===== config.mk =====
export PLATFORM = sky130hd
export DESIGN_NAME = ram_bus_master
export DESIGN_NICKNAME = d
export VERILOG_FILES = /design/src/rtl/ram_bus_master_pkg.sv /design/src/rtl/ram_bus_load_align.sv /design/src/rtl/ram_bus_master.sv
export SDC_FILE = /design/constraint.sdc
export NUM_CORES = 1
export LEC_CHECK = 0
export BUFFER_PORTS_ARGS = -buffer_cell sky130_fd_sc_hd__buf_2
export CAP_MARGIN = 0
export CORE_ASPECT_RATIO = 0.6
export CORE_MARGIN = 8
export CORE_UTILIZATION = 40
export CTS_BUF_LIST = sky130_fd_sc_hd__clkbuf_8
export CTS_CLUSTER_SIZE = 16
export DETAILED_ROUTE_END_ITERATION = 7
export GPL_TIMING_DRIVEN = 1
export PLACE_DENSITY = 0.66
export SYNTH_ARGS = -nofsm -noshare
export SYNTH_HDL_FRONTEND = slang
export SYNTH_SLANG_ARGS = --single-unit

===== constraint.sdc =====
create_clock -name clk_i -period 4.15 [get_ports clk_i]
set_input_delay 0 -clock clk_i [delete_from_list [all_inputs] [get_ports clk_i]]
set_output_delay 0 -clock clk_i [all_outputs]
set_load 0.02 [all_outputs]

===== src/rtl/ram_bus_master_pkg.sv =====
// Shared defines for the RAM bus master: size/state encodings, store lane masks
// and small decode helpers used by the master and its load aligner.
package ram_bus_master_pkg;

  typedef enum logic [1:0] {
    SZ_BYTE = 2'b00,
    SZ_HALF = 2'b01,
    SZ_WORD = 2'b10,
    SZ_RSVD = 2'b11
  } size_e;

  typedef enum logic [1:0] {
    ST_IDLE  = 2'b00,
    ST_ISSUE = 2'b01,
    ST_WAIT  = 2'b10,
    ST_RESP  = 2'b11
  } state_e;

  localparam logic [3:0] WE_NONE    = 4'b0000;
  localparam logic [3:0] WE_BYTE0   = 4'b0001;
  localparam logic [3:0] WE_HALF_LO = 4'b0011;
  localparam logic [3:0] WE_HALF_HI = 4'b1100;
  localparam logic [3:0] WE_WORD    = 4'b1111;

  function automatic logic is_misaligned(input size_e size, input logic [1:0] off);
    logic mis;
    mis = 1'b0;
    case (size)
      SZ_BYTE: mis = 1'b0;
      SZ_HALF: mis = off[0];
      SZ_WORD: mis = (off != 2'b00);
      default: mis = 1'b1;
    endcase
    return mis;
  endfunction

  function automatic logic [3:0] lane_mask(input size_e size, input logic [1:0] off);
    logic [3:0] m;
    m = WE_NONE;
    case (size)
      SZ_BYTE: m = WE_BYTE0 << off;
      SZ_HALF: m = off[1] ? WE_HALF_HI : WE_HALF_LO;
      SZ_WORD: m = WE_WORD;
      default: m = WE_NONE;
    endcase
    return m;
  endfunction

endpackage


===== src/rtl/ram_bus_load_align.sv =====
// Load lane extraction: picks the byte/half addressed by offset from the
// captured bus word and zero- or sign-extends it to the full data width.
module ram_bus_load_align
  import ram_bus_master_pkg::*;
#(
  parameter int DATA_WIDTH = 32
) (
  input  logic [DATA_WIDTH-1:0] rdata_i,
  input  logic [1:0]            offset_i,
  input  size_e                 size_i,
  input  logic                  signed_i,
  output logic [DATA_WIDTH-1:0] data_o
);

  logic [7:0]  byte_w;
  logic [15:0] half_w;

  always_comb begin
    byte_w = rdata_i[{offset_i, 3'b000} +: 8];
    half_w = offset_i[1] ? rdata_i[31:16] : rdata_i[15:0];
    data_o = '0;
    case (size_i)
      SZ_BYTE: data_o = {{(DATA_WIDTH-8){signed_i & byte_w[7]}}, byte_w};
      SZ_HALF: data_o = {{(DATA_WIDTH-16){signed_i & half_w[15]}}, half_w};
      SZ_WORD: data_o = rdata_i;
      default: data_o = '0;
    endcase
  end

endmodule


===== src/rtl/ram_bus_master.sv =====
// Single-outstanding load/store master toward a word-wide slave RAM with
// lane steering, misalignment trapping and a WAIT-state timeout.
//
// state    | meaning
// ST_IDLE  | ready for a core request
// ST_ISSUE | one-cycle strobe to the slave
// ST_WAIT  | waiting for ack/err, timeout down-counter running
// ST_RESP  | one-cycle response to the core
module ram_bus_master
  import ram_bus_master_pkg::*;
#(
  parameter int DATA_WIDTH     = 32,
  parameter int TIMEOUT_CYCLES = 15
) (
  input  logic                  clk_i,
  input  logic                  rst_i,
  input  logic                  req_valid_i,
  output logic                  req_ready_o,
  input  logic                  req_we_i,
  input  logic [1:0]            req_size_i,
  input  logic                  req_signed_i,
  input  logic [DATA_WIDTH-1:0] req_addr_i,
  input  logic [DATA_WIDTH-1:0] req_wdata_i,
  output logic                  rsp_valid_o,
  output logic [DATA_WIDTH-1:0] rsp_rdata_o,
  output logic                  rsp_err_o,
  output logic                  rsp_misaligned_o,
  output logic                  stb_o,
  output logic [3:0]            we_o,
  output logic [DATA_WIDTH-1:0] addr_o,
  output logic [DATA_WIDTH-1:0] wdata_o,
  input  logic [DATA_WIDTH-1:0] rdata_i,
  input  logic                  ack_i,
  input  logic                  err_i
);

  localparam logic [7:0] TMO_LOAD = 8'(TIMEOUT_CYCLES - 1);

  state_e                state_q, state_d;
  logic [DATA_WIDTH-1:0] addr_q, addr_d;
  size_e                 size_q, size_d;
  logic                  signed_q, signed_d;
  logic                  we_q, we_d;
  logic [3:0]            we_mask_q, we_mask_d;
  logic [DATA_WIDTH-1:0] wdata_q, wdata_d;
  logic [DATA_WIDTH-1:0] rdata_q, rdata_d;
  logic                  err_q, err_d;
  logic                  mis_q, mis_d;
  logic [7:0]            tmo_q, tmo_d;

  logic [31:0]           lane_wdata;
  logic [DATA_WIDTH-1:0] load_data;
  size_e                 req_size;

  assign req_size = size_e'(req_size_i);

  ram_bus_load_align #(.DATA_WIDTH(DATA_WIDTH)) u_load_align (
    .rdata_i  (rdata_q),
    .offset_i (addr_q[1:0]),
    .size_i   (size_q),
    .signed_i (signed_q),
    .data_o   (load_data)
  );

  always_ff @(posedge clk_i or posedge rst_i) begin
    if (rst_i) begin
      state_q   <= ST_IDLE;
      addr_q    <= '0;
      size_q    <= SZ_BYTE;
      signed_q  <= 1'b0;
      we_q      <= 1'b0;
      we_mask_q <= WE_NONE;
      wdata_q   <= '0;
      rdata_q   <= '0;
      err_q     <= 1'b0;
      mis_q     <= 1'b0;
      tmo_q     <= '0;
    end else begin
      state_q   <= state_d;
      addr_q    <= addr_d;
      size_q    <= size_d;
      signed_q  <= signed_d;
      we_q      <= we_d;
      we_mask_q <= we_mask_d;
      wdata_q   <= wdata_d;
      rdata_q   <= rdata_d;
      err_q     <= err_d;
      mis_q     <= mis_d;
      tmo_q     <= tmo_d;
    end
  end

  always_comb begin
    state_d    = state_q;
    addr_d     = addr_q;
    size_d     = size_q;
    signed_d   = signed_q;
    we_d       = we_q;
    we_mask_d  = we_mask_q;
    wdata_d    = wdata_q;
    rdata_d    = rdata_q;
    err_d      = err_q;
    mis_d      = mis_q;
    tmo_d      = tmo_q;
    lane_wdata = req_wdata_i[31:0];

    case (req_size)
      SZ_BYTE: lane_wdata = {4{req_wdata_i[7:0]}};
      SZ_HALF: lane_wdata = {2{req_wdata_i[15:0]}};
      default: lane_wdata = req_wdata_i[31:0];
    endcase

    case (state_q)
      ST_IDLE: begin
        if (req_valid_i) begin
          addr_d   = req_addr_i;
          size_d   = req_size;
          signed_d = req_signed_i;
          we_d     = req_we_i;
          rdata_d  = '0;
          err_d    = 1'b0;
          if (is_misaligned(req_size, req_addr_i[1:0])) begin
            mis_d     = 1'b1;
            we_mask_d = WE_NONE;
            wdata_d   = '0;
            state_d   = ST_RESP;
          end else begin
            mis_d     = 1'b0;
            we_mask_d = req_we_i ? lane_mask(req_size, req_addr_i[1:0]) : WE_NONE;
            wdata_d   = req_we_i ? DATA_WIDTH'(lane_wdata) : '0;
            state_d   = ST_ISSUE;
          end
        end
      end
      ST_ISSUE: begin
        tmo_d   = TMO_LOAD;
        state_d = ST_WAIT;
      end
      ST_WAIT: begin
        // err wins over a simultaneous ack
        if (err_i) begin
          err_d   = 1'b1;
          state_d = ST_RESP;
        end else if (ack_i) begin
          rdata_d = rdata_i;
          state_d = ST_RESP;
        end else if (tmo_q == 8'd0) begin
          err_d   = 1'b1;
          state_d = ST_RESP;
        end else begin
          tmo_d = tmo_q - 8'd1;
        end
      end
      ST_RESP: begin
        tmo_d   = '0;
        state_d = ST_IDLE;
      end
      default: state_d = ST_IDLE;
    endcase
  end

  assign req_ready_o      = (state_q == ST_IDLE);
  assign stb_o            = (state_q == ST_ISSUE);
  assign we_o             = (state_q == ST_ISSUE) ? we_mask_q : WE_NONE;
  assign addr_o           = {addr_q[DATA_WIDTH-1:2], 2'b00};
  assign wdata_o          = wdata_q;
  assign rsp_valid_o      = (state_q == ST_RESP);
  assign rsp_err_o        = (state_q == ST_RESP) & err_q;
  assign rsp_misaligned_o = (state_q == ST_RESP) & mis_q;
  assign rsp_rdata_o      = ((state_q == ST_RESP) && !we_q && !err_q && !mis_q) ? load_data : '0;

endmodule

## After elaboration in Yosys (flattened, before gate mapping)

Index checks and enable logic that the tools add are counted.

| storage, ports and cells | value |
|---|---|
| output and inout bits | 105 |
| logic and storage cells | 85 |
| input bits | 105 |
| flip-flop bits (word level) | 116 |

| operators by class | value |
|---|---|
| bitwise operators | 4 |
| mux-type cells | 34 |
| equality and inequality tests | 15 |
| reductions and logical operators | 18 |
| add/sub/neg operators | 1 |
| shifts and indexed selects | 2 |

Operator list:

| kind | number |
|---|---|
| $mux W32 | 6 |
| $pmux W32 S2 | 2 |
| $pmux W32 S3 | 1 |
| $shiftx A32 B6 Y8 | 1 |
| $mux W8 | 3 |
| $pmux W8 S3 | 1 |
| $mux W16 | 1 |
| $mux W4 | 4 |
| $pmux W4 S3 | 1 |
| $reduce_and A4 Y1 | 3 |
| $mux W2 | 5 |
| $ne A2 B2 Y1 const B | 5 |
| $eq A2 B2 Y1 const B | 4 |
| $logic_not A8 Y1 | 1 |
| $pmux W2 S4 | 1 |
| $sub A8 B1 Y8 const B | 1 |
| $mux W1 | 7 |
| $eq A2 B1 Y1 const B | 3 |
| $logic_not A2 Y1 | 3 |
| $ne A3 B3 Y1 const B | 2 |
| $and A1 B1 Y1 | 4 |
| $ne A4 B4 Y1 const B | 1 |
| $reduce_and A2 Y1 | 2 |
| $reduce_bool A2 Y1 | 2 |
| other kinds (6) | 10 |

## Depth between registers and ports, before layout

| logic depth | value |
|---|---|
| depth in word-level cells | 7 |
| gate-level depth with buffers | 8 |

## Cells and area by module

A second synthesis with hierarchy kept.

| second synthesis, totals | value |
|---|---|
| cell total of the unflattened synthesis | 664 |
| area total of the unflattened synthesis | 6377.4 sq um |

Modules (own cells, without submodules):

| module | times used | cells each | seq. area each (sq um) | area each (sq um) |
|---|---|---|---|---|
| ram_bus_master | 1 | 543 | 2902.8 | 5512.8 |
| ram_bus_load_align | 1 | 121 | 0.0 | 864.6 |

## Least setup slack after synthesis

Ideal clock, no wire load.

| path | value |
|---|---|
| path type | reg-to-reg |
| start | register state_q[0] |
| end | register rdata_q[12] |
| cell stages (with the launch flop) | 8 |
| arrival | 1.705 ns |
| required time | 4.016 ns |
| setup slack | 2.310 ns |
| buffers on the path | 2 |
| cell sequence | dfrtp_1 > inv_1 > ha_1 > nor2b_1 > a211o_1 > buf_2 > clkbuf_1 > o21ai_0 |

| between the ends | value |
|---|---|
| cells in the longest elaborated chain, start to end | 3 |
| elaborated cells between the ends (all ways) | 8 |
| those cells by class | eq/ne (4); mux (1); reduce/logical (3) |

RTL lines:

| what | RTL line | RTL |
|---|---|---|
| start, declared | ram_bus_master.sv:39 | `state_e state_q, state_d;` |
| start signal, assigned | ram_bus_master.sv:79 | `state_q <= state_d;` |
| $logic_not A2 Y1 (*) | -- |  |
| named net req_ready_o | ram_bus_master.sv:18 | `output logic req_ready_o,` |
| $ne A2 B2 Y1 (no line) or $reduce_bool A2 Y1 (tied branches) | -- |  |
| $reduce_and A4 Y1 (no line) | -- |  |
| end signal, assigned | ram_bus_master.sv:86 | `rdata_q <= rdata_d;` |
| end, declared | ram_bus_master.sv:46 | `logic [DATA_WIDTH-1:0] rdata_q, rdata_d;` |

The timed path passes the listed nets; every way through them passes the cells marked *.
A chain may end at the register's enable or synchronous reset.

## Worst setup path after layout

| path | value |
|---|---|
| start | register state_q[1] |
| end | output port rsp_rdata_o[3] |

| between the ends | value |
|---|---|
| cells in the longest elaborated chain, start to end | 5 |

RTL lines:

| what | RTL line | RTL |
|---|---|---|
| $eq A2 B2 Y1 | ram_bus_master.sv:170 | `assign rsp_rdata_o = ((state_q == ST_RESP) && !we_q && !err_q && !mis_q) ? load_data : '0;` |
| $logic_and A1 B1 Y1 (3 in series) | ram_bus_master.sv:170 |  |
| $mux W32 | ram_bus_master.sv:170 |  |
| end, declared | ram_bus_master.sv:25 | `output logic [DATA_WIDTH-1:0] rsp_rdata_o,` |

Every way passes these cells.

==> Flow_metrics.wiki <==
{| class="wikitable"
! Metric !! Value
|-
| Area share of the leading cell type in the synthesized netlist || 47.9%
|-
| Setup repair after global routing missed its margin || false
|-
| Number of gates given a new drive strength after cts || 0
|-
| Critical Setup Path Class || register to primary output
|-
| Setup total negative slack || 0 ns
|-
| Cell taking the most area after synthesis || dfrtp_1
|-
| Antenna viol nets, final || 0
|-
| Gp weighted congestion || 0.822
|-
| Residual DRC || 0
|-
| Post CTS Setup Buffer Count || 0
|-
| Average cell area after synthesis || 9.52 um2
|-
| Flip-flop and latch count after synthesis || 116
|-
| Global-route congestion overflow total || 0
|-
| Crit-path leading delay family || simple AND/OR/NAND/NOR gates
|-
| Max-cap viol count || 0
|-
| Setup-violating endpoint count in the final report || 0
|-
| Startpoint of the most critical hold path || err_i
|-
| Fraction of final layout cells with drive strength greater than 1 || 33.2%
|-
| Required time of the worst setup path || 4.15 ns
|-
| GRT Util Overall || 19.5%
|-
| Clock tree from TritonCTS || done
|-
| Storage element area || 0.00290 mm2
|-
| Post-Syn Instances || 637
|-
| Number of clock sinks || 116
|-
| Via count of the first global-routing pass || 5743
|-
| Slowest stage cell, crit path || nand2_1
|-
| Result of the run || completed
|-
| Number of enable-type register cells in the synthesized netlist || 0
|-
| Count of buffering cells on the critical path with inverters included || 1
|-
| Worst Hold Endpoint || tmo_q[1]
|-
| Worst max-slew margin expressed relative to the limit || 27.9%
|-
| First-pass GRT wire length || 31100 um
|-
| Number of cell rows || 34
|-
| Async set or reset register ratio after synthesis || 100%
|-
| Capturing point of the worst reg2reg path || err_q
|-
| Post-synthesis sequential area ratio || 47.9%
|-
| Hold buffer count at CTS || 103
|-
| Overall die width || 175 um
|-
| Share of the clock period used by the worst path || 65.4%
|-
| Synthesis Warnings || 0
|-
| Ratio of total power to cell area || 669 mW/mm2
|-
| Number of primary I/O pins || 210
|-
| Transition time of the tightest slew-check pin || 1.08 ns
|-
| Number of buffers created by CTS || 17
|-
| Slack of the worst reg-to-reg path || 1.77 ns
|-
| Area of the multi-input gates || 0.00271 mm2
|-
| Clock Tree Buf Depth || 2
|-
| Cell-by-cell trace of the critical path || ha_1 -> nor4b_1 -> nand2_1 -> a21oi_1 -> buf_2
|-
| Crit path launch type || register
|-
| Reported leakage power || 3.97 nW
|-
| Number of different library cells in the post-synthesis netlist || 51
|-
| Critical-path maximum fanout || 32
|-
| Pins over their slew limit || 0
|-
| Count of port buffers added during placement || 207
|-
| Number of antenna violations at the first check in global routing || 1
|-
| Level count of the clock H-tree || 4
|-
| Maximum frequency from static timing analysis || 368 MHz
|-
| Final Hold Vio Count || 0
|-
| Die span in y || 111 um
|-
| Nature of the critical path endpoint || primary output
|-
| Critical path's largest stage delay || 0.68 ns
|-
| Fill cell instance count of the final layout || 1292
|-
| Count of vias placed by the detailed router || 5559
|-
| Routed via count divided by cell count || 5.00
|-
| Cells on worst reg2reg path || 7
|-
| Die area || 0.0195 mm2
|-
| Starting Density || 41.4%
|-
| Largest voltage drop on the vdd net || 0.278 mV
|-
| Worst-Skew Late Latency || 0.41 ns
|-
| Cell Area, Placed || 0.00697 mm2
|-
| NumNets Final || 1012
|-
| Worst endpoint data arrival time || 2.72 ns
|-
| Number of cells traversed by the worst hold path || 3
|-
| Netlist area before placement || 0.00606 mm2
|-
| Root Buffer || clkbuf_8
|-
| Leading post-synthesis cells by cell area || dfrtp_1, mux2_2, nand2_1, o21ai_0, buf_4
|-
| Wire length per cell || 17.0 um
|-
| Standard cell core area || 0.0146 mm2
|-
| Pre-Repair DR Iteration Count || 5
|-
| Final period demand of the worst path || 2.72 ns
|-
| Primary FF master, synth || dfrtp_1
|-
| Layout-stage area growth over the synthesis result || 38.5%
|-
| Worst clock skew || 0.00757 ns
|-
| Violation count after the first detailed-route iteration || 343
|-
| Post-route design area || 0.00840 mm2
|-
| Clk pin slew, worst setup/hold paths || 0.07 ns
|-
| Largest net degree at the start of global routing || 86
|-
| Placed wire-length estimate after detailed placement || 12700 um
|-
| Launching point of the worst reg2reg path || tmo_q[0]
|-
| Hold crit path type || input port to register
|-
| Total detailed-routing wirelength || 18900 um
|}
power breakdown:
group	total (mW)	internal (mW)	switching [mW]
combinational	2.47	0.938	1.54
clock	1.06	0.588	0.468
sequential	2.09	1.65	0.436
worst max-delay path by stage:
stage / startpoint / endpoint / slack (ns) / cells past startpoint
2_1_floorplan: rst_i / addr_q[0] / 1.08 / 1
3_3_place_gp: state_q[0] / wdata_o[5] / 1.90 / 5
3_5_place_dp: state_q[0] / wdata_o[5] / 1.83 / 5
4_1_cts: state_q[1] / rsp_rdata_o[2] / 1.44 / 5
5_1_grt: state_q[1] / rsp_rdata_o[3] / 1.19 / 5
6_report: state_q[1] / rsp_rdata_o[3] / 1.43 / 5
cell families (layout without fill, tap and decap cells):
group | Yosys count | in the layout | synth area share (%)
simple gates | 211 | 211 | 15.9
mux | 61 | 61 | 11.1
fa+ha+maj | 7 | 7 | 1.44
other cells | 1 | 3 | 0.0619
flops | 116 | 116 | 47.9
buf+inv | 80 | 354 | 7.49
compound gates | 161 | 161 | 16.1
tightest hold or removal path: stages:
cell and delay (ns):
buf_2 0.14, a211o_1 0.18, o41ai_1 0.09
state kept, by name, summed over array words and instances, names as in the netlist:
signal     count
err_q          1
rdata_q       32
addr_q        32
signed_q       1
we_q           1
wdata_o       32
size_q         2
mis_q          1
we_mask_q      4
tmo_q          8
state_q        2
cells in the final DEF, fill, tap and decap left out, types with 3 or more instances in the layout:
cell type,n
inv_1,8
mux2i_1,11
buf_4,5
buf_2,207
clkinvlp_4,3
dlygate4sd3_1,103
nor2b_1,21
a21oi_1,37
nand3_1,15
dfrtp_1,116
nand2b_1,5
a211o_1,5
clkinv_2,4
nor2_1,13
o21ai_1,9
a22o_1,8
mux2_2,50
ha_1,7
a21o_1,10
clkbuf_8,21
o21ai_0,64
a22oi_1,10
nand2_1,134
and2_1,7
area by class of cell:
class                           count  area share, %
Tap cell                          198           2.95
Clock inverter                     10           1.27
Antenna cell                        1         0.0298
Timing Repair Buffer              315           25.1
Multi-Input combinational cell    442           32.3
Inverter                            8          0.387
Clock buffer                       21           3.44
Sequential cell                   116           34.6
metal layers:
layer	vias to the layer above	GRT usage [%]	share of wire, %
met5	-	0	0
met4	0	4.89	1.1
met3	19	5.80	7.5
met2	224	28.3	44
met1	2624	27.9	48
li1	2692	-	-
per-stage QoR:
stage / util (%) / instances / power, mW / hold WS, ns / setup slack, ns
detailed placement: 47.6 / 976 / 4.48 / 0.237 / 1.83
finish: 57.4 / 1111 / 5.62 / 0.0442 / 1.43
global placement: 47.6 / 976 / 4.44 / 0.232 / 1.90
floorplan: - / 638 / 3.91 / 0.133 / 1.08
global route: 57.4 / 1111 / 6.02 / 0.0365 / 1.19
CTS: 57.4 / 1110 / 5.63 / 0.000363 / 1.44
cell usage after synthesis, types with 2 or more instances:
library cell	n
nand2_1	135
dfrtp_1	116
o21ai_0	64
mux2_2	50
a21oi_1	37
buf_4	34
clkbuf_1	21
nor2b_1	21
nand3_1	15
nor2_1	13
mux2i_1	11
a21o_1	10
a22oi_1	10
buf_2	9
o21ai_1	9
a22o_1	8
inv_1	8
and2_1	7
ha_1	7
buf_1	6
a211o_1	5
nand2b_1	5
nand4_1	2
nor3b_1	2
nor4_1	2
o311ai_0	2
o311ai_1	2
o32a_1	2
or3_1	2
No activity file was read; power rests on OpenSTA's default activity.
